===== config.mk =====
export PLATFORM = sky130hd
export DESIGN_NAME = ttt_game_ctrl
export DESIGN_NICKNAME = d
export VERILOG_FILES = /design/src/rtl/ttt_game_ctrl.sv
export SDC_FILE = /design/constraint.sdc
export NUM_CORES = 1
export LEC_CHECK = 0
export CAP_MARGIN = 20
export CORE_UTILIZATION = 53
export CTS_CLUSTER_DIAMETER = 200
export DETAILED_ROUTE_END_ITERATION = 8
export GPL_ROUTABILITY_DRIVEN = 0
export PLACE_DENSITY = 0.82
export SLEW_MARGIN = 15
export SYNTH_ARGS = -nofsm -noshare
export SYNTH_HDL_FRONTEND = slang
export SYNTH_SLANG_ARGS = --single-unit

===== constraint.sdc =====
create_clock -name clk -period 2.2 [get_ports clk]
set_input_delay 0.33 -clock clk [delete_from_list [all_inputs] [get_ports clk]]
set_output_delay 0.33 -clock clk [all_outputs]
set_load 0.02 [all_outputs]

===== src/rtl/ttt_game_ctrl.sv =====
// ttt_game_ctrl: tic-tac-toe board owner with move legality checks, turn alternation and win/draw detection
module ttt_game_ctrl #(
    parameter int FIRST_PLAYER = 1,
    parameter bit ALT_START    = 1
) (
    input  logic       clk,
    input  logic       reset,
    input  logic       place,
    input  logic       new_game,
    input  logic [1:0] row,
    input  logic [1:0] col,
    output logic [1:0] grid [2:0][2:0],
    output logic [1:0] turn,
    output logic [1:0] winner,
    output logic       game_over,
    output logic       illegal,
    output logic [3:0] move_count
);
    typedef enum logic [1:0] {PLAY, CHECK, OVER} state_t;
    state_t state;
    logic place_q, new_game_q, place_rise, new_game_rise, occupied, win;
    logic [1:0] start, next_start;
    logic [8:0] m;
    assign place_rise    = place & ~place_q;
    assign new_game_rise = new_game & ~new_game_q;
    assign next_start    = ALT_START ? 2'd3 - start : start;
    always_comb begin
        occupied = 1'b1; // out-of-range coordinates never match a cell, so they read as unavailable
        m = '0;
        for (int r = 0; r < 3; r++)
            for (int c = 0; c < 3; c++) begin
                if (row == 2'(r) && col == 2'(c)) occupied = grid[r][c] != 2'd0;
                m[3*r+c] = grid[r][c] == turn;
            end
        win = (&m[2:0]) | (&m[5:3]) | (&m[8:6]) |
              (m[0] & m[3] & m[6]) | (m[1] & m[4] & m[7]) | (m[2] & m[5] & m[8]) |
              (m[0] & m[4] & m[8]) | (m[2] & m[4] & m[6]);
    end
    always_ff @(posedge clk or posedge reset) begin
        if (reset) begin
            for (int r = 0; r < 3; r++)
                for (int c = 0; c < 3; c++) grid[r][c] <= 2'd0;
            state      <= PLAY;
            turn       <= 2'(FIRST_PLAYER);
            start      <= 2'(FIRST_PLAYER);
            winner     <= 2'd0;
            game_over  <= 1'b0;
            illegal    <= 1'b0;
            move_count <= 4'd0;
            place_q    <= 1'b0;
            new_game_q <= 1'b0;
        end else begin
            place_q    <= place;
            new_game_q <= new_game;
            illegal    <= 1'b0;
            if (new_game_rise) begin
                for (int r = 0; r < 3; r++)
                    for (int c = 0; c < 3; c++) grid[r][c] <= 2'd0;
                state      <= PLAY;
                start      <= next_start;
                turn       <= next_start;
                winner     <= 2'd0;
                game_over  <= 1'b0;
                move_count <= 4'd0;
            end else begin
                case (state)
                    PLAY: if (place_rise) begin
                        if (!occupied) begin
                            for (int r = 0; r < 3; r++)
                                for (int c = 0; c < 3; c++)
                                    if (row == 2'(r) && col == 2'(c)) grid[r][c] <= turn;
                            move_count <= move_count + 4'd1;
                            state      <= CHECK;
                        end else
                            illegal <= 1'b1;
                    end
                    CHECK: begin
                        if (win || move_count == 4'd9) begin
                            winner    <= win ? turn : 2'd0;
                            game_over <= 1'b1;
                            state     <= OVER;
                        end else begin
                            turn  <= 2'd3 - turn;
                            state <= PLAY;
                        end
                    end
                    default: ;
                endcase
            end
        end
    end
endmodule

======== After elaboration in Yosys (flattened, before gate mapping) ========
Index checks and enable logic that the tools add are counted.
operators by class
  add/sub/neg operators ................... 3
  equal/unequal tests ..................... 19
  mux-type cells .......................... 45
  bitwise operators ....................... 21
  reductions and logical operators ........ 52
operator list
  cell                                                 count
  2-to-1 mux 18 bit                                    4
  nonzero test 2 bit                                   22
  2-to-1 mux 2 bit                                     20
  AND reduction 4 bit                                  9
  equality test 2 bit                                  9
  2-to-1 mux 1 bit                                     16
  2-to-1 mux 4 bit                                     4
  AND reduction 3 bit                                  5
  AND 1 bit                                            12
  logical AND 1 bit                                    9
  OR 1 bit                                             7
  equality test 2 x 1 -> 1 bit, second input constant  3
  logical NOT 2 bit                                    3
  inequality test 3 bit, second input constant         2
  adder 4 x 1 -> 4 bit, second input constant          1
  equality test 2 bit, second input constant           2
  equality test 4 bit, second input constant           1
  inequality test 2 bit, second input constant         2
  case mux 2 bit (2 select lines)                      1
  AND reduction 2 bit                                  2
  subtractor 2 bit, first input constant               2
  nonzero test 3 bit                                   1
  NOT 1 bit                                            2
  logical OR 1 bit                                     1
word-level totals
  flip-flop bits (word level) ............. 34
  input port bits ......................... 8
  output and inout port bits .............. 28

======== Logic depth before layout (Yosys ltp) ========
Gate-level depths: netlist of run 1.
  depth after elaboration ................. 15
  depth in mapped cells ................... 8

======== Worst setup path after synthesis of run 1 ========
Ideal clock, no wire load.
  kind .................................... register to register
  start ................................... reg turn[0]
  end ..................................... reg turn[1]
  data arrival time ....................... 1.823 ns
  data required time ...................... 2.065 ns
  setup slack ............................. 0.243 ns
  stages on the path, launching flop included .. 7
  cells stage by stage .................... dfstp_2 buf_4 xor2_1 a211oi_2 nor4_4 mux2i_1 o211ai_1
on the way
  longest elaborated chain between the ends .. 12
  elaborated cells between the ends (all ways) .. 36
  classes of those cells .................. 1 x add/sub; 10 x eq/ne; 3 x mux; 17 x bitwise; 5 x reduce/logical
RTL lines
  element                                 line  text
  start, declared                         13    output logic [1:0] turn,
  start signal, assigned                  44    turn <= 2'(FIRST_PLAYER);
  start signal, assigned                  61    turn <= next_start;
  start signal, assigned                  83    turn <= 2'd3 - turn;
  equality test 2 bit                     33    m[3*r+c] = grid[r][c] == turn;
  AND reduction 3 bit                     35    win = (&m[2:0]) | (&m[5:3]) | (&m[8:6]) |
  OR 1 bit (3 in series)                  35
  OR 1 bit (3 in series)                  36    (m[0] & m[3] & m[6]) | (m[1] & m[4] & m[7]) | (m[2] & m[5] & m[8]) |
  OR 1 bit                                37    (m[0] & m[4] & m[8]) | (m[2] & m[4] & m[6]);
  logical OR 1 bit                        78    if (win || move_count == 4'd9) begin
  inequality test 2 bit (no source line)  --
  AND reduction 2 bit (no source line)    --
Parallel ways exist; a longest one is shown, timed or not. The select of a mux whose other input is x is not followed.
A chain may end at the register's enable or synchronous reset.

======== Worst setup path in the final report of run 1 ========
Ends and elaborated chain as after synthesis.

==> results of run 1 <==
-- logic make-up after synthesis --
family,after synthesis
compound gates,65
fa+ha+maj,2
xor+xnor,10
mux,5
simple gates,107
flops,34
buf+inv,14
-- state kept, by name (all words and copies together), names as in the netlist --
| register | cells |
|---|---|
| illegal | 1 |
| new_game_q | 1 |
| game_over | 1 |
| start | 2 |
| grid | 18 |
| move_count | 4 |
| turn | 2 |
| state | 2 |
| place_q | 1 |
| winner | 2 |
-- worst max-delay path, stage by stage (launching register included) --
cell and delay (ns):
dfstp_4 0.73, nor3_1 0.07, o22ai_1 0.21, a211oi_1 0.14, nor4_4 0.26, buf_4 0.20, mux2i_1 0.19, o211ai_1 0.11
-- worst paths after layout --
kind                       cells after the start      from  slack [ns]       end
setup / recovery                               7   turn[0]        0.14   turn[1]
hold / removal                                 3     reset        0.42  start[1]
setup reg to reg                               7   turn[0]        0.14   turn[1]
hold reg to reg                                1  start[1]        0.48  start[1]
max in group asynchronous                      3     reset        1.46  start[0]
min in group clk                               1  start[1]        0.48  start[1]
-- cell usage in the layout, fill, tap and decap left out, types with 2 or more instances in the layout --
| cell type | Yosys | routed |
|---|---|---|
| o21ai_0 | 11 | 11 |
| nor2_1 | 21 | 21 |
| a32o_1 | 8 | 8 |
| a211oi_2 | 1 | 3 |
| xnor2_1 | 2 | 2 |
| nor3_1 | 19 | 19 |
| a21oi_1 | 6 | 6 |
| clkdlybuf4s50_1 | 0 | 34 |
| o211ai_1 | 7 | 7 |
| and3_1 | 7 | 7 |
| nand4_1 | 2 | 2 |
| or2_2 | 2 | 2 |
| xor2_1 | 7 | 7 |
| ha_1 | 2 | 2 |
| a22o_1 | 2 | 2 |
| nand2_1 | 21 | 20 |
| and3_2 | 10 | 10 |
| inv_1 | 2 | 2 |
| dfrtp_1 | 32 | 31 |
| o22ai_2 | 2 | 2 |
| buf_4 | 2 | 28 |
| clkbuf_8 | 0 | 6 |
| nor4_1 | 4 | 4 |
| mux2i_1 | 4 | 4 |
| nand3_1 | 3 | 3 |
| o22ai_1 | 7 | 7 |
| nand2b_1 | 10 | 10 |
| o21ai_1 | 5 | 5 |
| a211oi_1 | 5 | 3 |
| nor2b_1 | 2 | 2 |
| o21a_1 | 2 | 2 |
-- where the power goes --
group	internal, mW	switching (mW)
Clock	0.251	0.238
Combinational	0.601	0.619
Sequential	0.760	0.212
-- routing by layer --
layer / vias to the layer above / GRT usage [%] / routed length, microns
li1: 1001 / - / -
met1: 1034 / 39.2 / 2560
met2: 83 / 46.4 / 2740
met3: 12 / 6.77 / 296
met4: 0 / 14.7 / 119
met5: - / 0 / 0
-- stage by stage --
| step | TNS [ns] | instance area, sq um |
|---|---|---|
| finish | 0 | 2810 |
| global route | 0 | 2810 |
| CTS | 0 | 2790 |
| detailed placement | -2.99 | 2700 |
| global placement | -2.08 | 2700 |
| floorplan | 0 | 2150 |
-- final cells by class --
type | count | area (sq um)
Inverter | 2 | 7.51
Clock inverter | 2 | 12.5
Multi-Input combinational cell | 189 | 1230
Tap cell | 48 | 60.1
Fill cell | 290 | 957
Timing Repair Buffer | 63 | 563
Sequential cell | 34 | 858
Clock buffer | 6 | 82.6
==> key figures, run 1 <==
Layout
  • Total Nets Final: 305
  • Share of layout cells above drive strength 1: 20.9%
  • Final design utilization: 74.6%
  • Area delta synth->final: 31.0%
  • Diodes inserted: 0
  • Non-filler cells, final: 344

Synth
  • Most frequent cells after synthesis: 32 x dfrtp_1, 21 x nand2_1, 21 x nor2_1, 19 x nor3_1, 11 x o21ai_0
  • Dominant synthesized flop cell: dfrtp_1
  • Adder-Cell Fraction of Synth Area: 1.16%
  • Post-synth EDFFs: 0
  • Ys async rst share: 100%
  • Synth Area in Simple Gates: 26.8%
  • Synth area leaders: dfrtp_1 37%, nor3_1 4.4%, a32o_1 3.7%, nand2_1 3.7%, nor2_1 3.7%
  • Largest family of logic cells by synthesized area: simple AND/OR/NAND/NOR gates
  • Synth area leader: dfrtp_1
  • Sequential element share of the synthesized area: 39.7%
  • Cells after Synth: 237
  • Most numerous cell in the Yosys netlist: dfrtp_1
  • Warnings from Yosys: 0
  • Syn nets: approximately 250
  • XOR/XNOR Fraction of Synth Area: 4.43%
  • Top cell type's share of synthesized area: between 30 and 40%
  • Compound-cell area share of the yosys netlist: 21.8%
  • Mux cell area share after synthesis: 2.39%
  • Synth Area per Inst: 9.06 sq um
  • Post-synthesis register bit count: 34
  • Post-Syn Area: between 2000 and 2500 sq um
  • Synth unique cells: 50

Clock network
  • CTS Buf Count: 5
  • Longest Clk Path Bufs: 2
  • H-tree depth: 2
  • Post-CTS setup buffers: 0
  • CTS tree: built
  • CTS clk-pin slew, worst paths: 0.07 ns
  • Root buffer cell: clkbuf_8
  • Worst skew pair latency: roughly 0.30 ns
  • Clock sinks: 34
  • PostCTS Resize Cnt: 0
  • Number of hold buffers added after CTS: 0

Routing
  • WL per Instance: between 15 and 20 microns
  • Final antenna-violating net count: 0
  • Via count: around 2.1k
  • DRT iter0 DRCs: about 160
  • Drc violations: 0
  • Final wirelength: roughly 5.7 mm
  • Drt via density: 6.19
  • Pre-antenna DRT Iters: 4

Timing
  • Fmax: 486 MHz
  • Post-route minimum period: 2.06 ns
  • Final Cycle Share: 93.5%
  • Final hold slack: between 0.4 and 0.5 ns
  • Slew HR: 53.8%
  • Slew @ Worst Pin: 0.691 ns
  • RSZ-0062 raised after global routing: no
  • Slew Limit Fails: 0
  • Setup Skew: 0.00656 ns
  • # setup viols final: 0
  • Final WS setup: 0.144 ns
  • Hold Vio Cnt, Final: 0

Power and ir drop
  • PD cells: 953 nW/um^2
  • Leak Pwr: 1.22 nW
  • Total power: about 2.7 mW
  • VDD IR max: about 0.0007 V

Floorplanning
  • Starting Density: 57.0%
  • Cell row count: 22
  • IO Pins: 36
  • Die width: 65.7 microns
  • Die area: 4310 sq um
  • Core Area: 3770 sq um
  • Die height: between 60 and 70 microns

GRT
  • Largest net degree at the start of global routing: 35
  • Gr ovfl total: 0
  • First-pass GRT wire length: 9.65 mm
  • GRT Total Usage: 30.0%
  • Initial antenna violation count: 0
  • Vias in the first global route: approximately 2k

Placement
  • Post-DP HPWL: 4.10 mm
  • Port bufs: 35
  • Dpl ws: -0.227 ns
  • Dpl cells: 336

Critical path
  • Required @ worst endpoint: about 2.4 ns
  • WS Path Type: flop to flop
  • CP endpoint kind: flop
  • Crit path launch type: flop
  • CP Max Fanout: 21
  • WP data arrival: 2.23 ns

Run
  • Max Cap Violations: 0

Min path
  • Hold Path Class: input port to async pin

Outcome
  • Status: finished clean
(Power assumes the default switching activity.)
==> inputs of run 2 (changes only) <==
--- a/config.mk
+++ b/config.mk
@@ -5,12 +5,13 @@
 export SDC_FILE = /design/constraint.sdc
 export NUM_CORES = 1
 export LEC_CHECK = 0
+export ABC_CLOCK_PERIOD_IN_PS = 2200
 export CAP_MARGIN = 20
-export CORE_UTILIZATION = 53
+export CORE_UTILIZATION = 30
 export CTS_CLUSTER_DIAMETER = 200
 export DETAILED_ROUTE_END_ITERATION = 8
 export GPL_ROUTABILITY_DRIVEN = 0
-export PLACE_DENSITY = 0.82
+export PLACE_DENSITY = 0.52
 export SLEW_MARGIN = 15
 export SYNTH_ARGS = -nofsm -noshare
 export SYNTH_HDL_FRONTEND = slang
==> key figures, run 2 (same netlist as run 1, synthesis figures left out) <==
Floorplanning
  • Die height: 86.6 microns (+32%)
  • IO Pins: 36 (unchanged)
  • Core Area: 6870 sq um (+82%)
  • Cell row count: 30 (+36%)
  • Die width: 86.6 microns (+32%)
  • Starting Density: 31.3% (-26 points)
  • Die area: 7500 sq um (+74%)

GRT
  • Vias in the first global route: 2015 (+1.1%)
  • Largest net degree at the start of global routing: 35 (unchanged)
  • First-pass GRT wire length: 10.4 mm (+7.4%)
  • GRT Total Usage: 17.6% (-12 points)
  • Gr ovfl total: 0 (unchanged)
  • Initial antenna violation count: 0 (unchanged)

Placement
  • Post-DP HPWL: 4.43 mm (+8.0%)
  • Port bufs: 35 (unchanged)
  • Dpl cells: 389 (+16%)
  • DP Area: 2800 sq um (+3.6%)

Clock network
  • Clock sinks: 34 (unchanged)
  • CTS Buf Count: 5 (unchanged)
  • Number of hold buffers added after CTS: 0 (unchanged)
  • H-tree depth: 2 (unchanged)
  • CTS clk-pin slew, worst paths: 0.08 ns (about the same)
  • Worst skew pair latency: 0.29 ns (about the same)
  • CTS tree: built
  • Longest Clk Path Bufs: 2 (unchanged)
  • Root buffer cell: clkbuf_8

Routing
  • Drt via density: 5.25 (-15%)
  • Pre-antenna DRT Iters: 4 (unchanged)
  • Via count: 2127 (-0.14%)
  • Final wirelength: 6.21 mm (+8.7%)
  • Final antenna-violating net count: 0 (unchanged)
  • DRT iter0 DRCs: 72 (-55%)
  • Drc violations: 0 (unchanged)
  • WL per Instance: 15.3 microns (-7.7%)

Critical path
  • Max stage delay on crit path: 0.67 ns (-0.06 ns)
  • Crit path max-delay family: flip-flops
  • Required @ worst endpoint: 2.37 ns (about the same)
  • WP data arrival: 2.28 ns (+0.05 ns)
  • Crit-path cells: buf_6, buf_4, and3_2, o22ai_2, a211oi_2, nor4_4, buf_6, buf_4, nand4_1, o211ai_1
  • CP Max Fanout: 7 (-67%)
  • Crit path launch type: flop
  • Critical-path top delay cell: dfstp_4
  • WS Path Type: flop to flop
  • Worst path buffer plus inverter count: 4 (+3)
  • CP endpoint kind: flop

Layout
  • Number of flip-flops in the largest register: 18 (unchanged)
  • Commonest non-fill, non-tap cell in the layout: buf_4
  • Reg with most FFs: grid
  • Diodes inserted: 0 (unchanged)
  • Final-layout fill cell count: 718 (+150%)
  • Biggest regs: grid x18, move_count x4
  • Final non-filler cell area: 3000 sq um (+6.7%)
  • Non-filler cells, final: 405 (+18%)
  • Total Nets Final: 318 (+4.3%)
  • Final design utilization: 43.7% (-31 points)
  • Most frequent cells in the layout: 38 x buf_4, 34 x clkdlybuf4s50_1, 31 x dfrtp_1
  • Area delta synth->final: 39.8%
  • Share of layout cells above drive strength 1: 23.6% (+2.7 points)

Power and ir drop
  • Sequential share of power: 31.6% (-4.6 points)
  • NetSw: 1.12 mW (+4.9%)
  • Clock power share: 19.5% (+1.2 points)
  • Sw Share: 37.5% (-2.4 points)
  • Leak Pwr: 1.29 nW (+5.9%)
  • Combinational power share: 49.0% (+3.5 points)
  • VDD IR max: 0.000440 V (-36%)
  • PD cells: 996 nW/um^2 (+4.5%)
  • Total internal power: 1.87 mW (+16%)

Timing
  • Slew Limit Fails: 0 (unchanged)
  • Final Cycle Share: 95.8% (+2.4 points)
  • Hold Vio Cnt, Final: 0 (unchanged)
  • Slew @ Worst Pin: 0.724 ns (+0.0331 ns)
  • Post-route minimum period: 2.11 ns (+0.0522 ns)
  • Setup Skew: 0.00713 ns (+0.000578 ns)
  • # setup viols final: 0 (unchanged)
  • Setup TNS Final: 0 ns (unchanged)
  • Slew HR: 51.6% (-2.2 points)
  • Fmax: 474 MHz (-2.5%)
  • Final hold slack: 0.422 ns (+0.00496 ns)

Outcome
  • Status: finished clean

Run
  • Max Cap Violations: 0 (unchanged)

Min path
  • Hold Path Class: input port to async pin
-- run 2: changes by cell type in the layout (fill, tap and decap cells not counted), sizes merged --
cell,before,now
buf,28,41
bufinv,0,1
clkbuf,6,5
clkinv,1,0
clkinvlp,1,2
-- run 2: per-layer routing --
layer / wire length (microns) / global-route usage, % / up-vias
li1: - / - / 1032
met1: 2990 / 24.6 / 1041
met2: 2920 / 28.2 / 44
met3: 210 / 2.86 / 10
met4: 87 / 4.70 / 0
met5: 0 / 0 / -
-- run 2: power groups by stage --
stage               Sequential, mW  Combinational, mW  Clock [mW]
floorplan                    0.977              0.755           0
global placement             0.971               1.22           0
detailed placement           0.969               1.23           0
CTS                          0.960               1.23       0.606
global route                 0.968               1.59       0.628
finish                       0.944               1.47       0.582
-- run 2: cell type report --
type                       count  area (sq um)  area share, %
clock buffer                   5          68.8           2.29
clock inverter                 3          45.0           1.50
inverter                       2          7.51          0.250
multi-input combinational    189          1220           40.7
sequential                    34           858           28.6
tap                           96           120           4.00
timing repair buffer          76           681           22.7
-- run 2: path summary, 6_finish.rpt --
path                               start        end  slack [ns]  depth (start not counted)
worst max-delay path             turn[0]  winner[0]        0.09                         10
worst min-delay path               reset  game_over        0.42                          3
worst max register to register   turn[0]  winner[0]        0.09                         10
worst min register to register  start[1]   start[1]        0.48                          1
max in group asynchronous          reset    turn[0]        1.43                          3
min in group clk                start[1]   start[1]        0.48                          1
-- run 2: worst min-delay path, stage by stage --
cell	delay [ns]
clkdlybuf4s50_1	0.39
inv_1	0.05
buf_4	0.37
-- run 2: metrics by stage --
step           worst slack (ns)  power [mW]
2_1_floorplan             0.243        1.73
3_3_place_gp             -0.179        2.19
6_report                 0.0916        2.99
3_5_place_dp             -0.266        2.20
5_1_grt                -0.00682        3.19
4_1_cts                  0.0219        2.80
-- run 2: timing repair --
| item | 4_1_cts | 5_1_grt |
|---|---|---|
| setup endpoints to repair | 0 | 20 |
| buffers inserted | 0 | 9 |
| resized for setup | 0 | 7 |
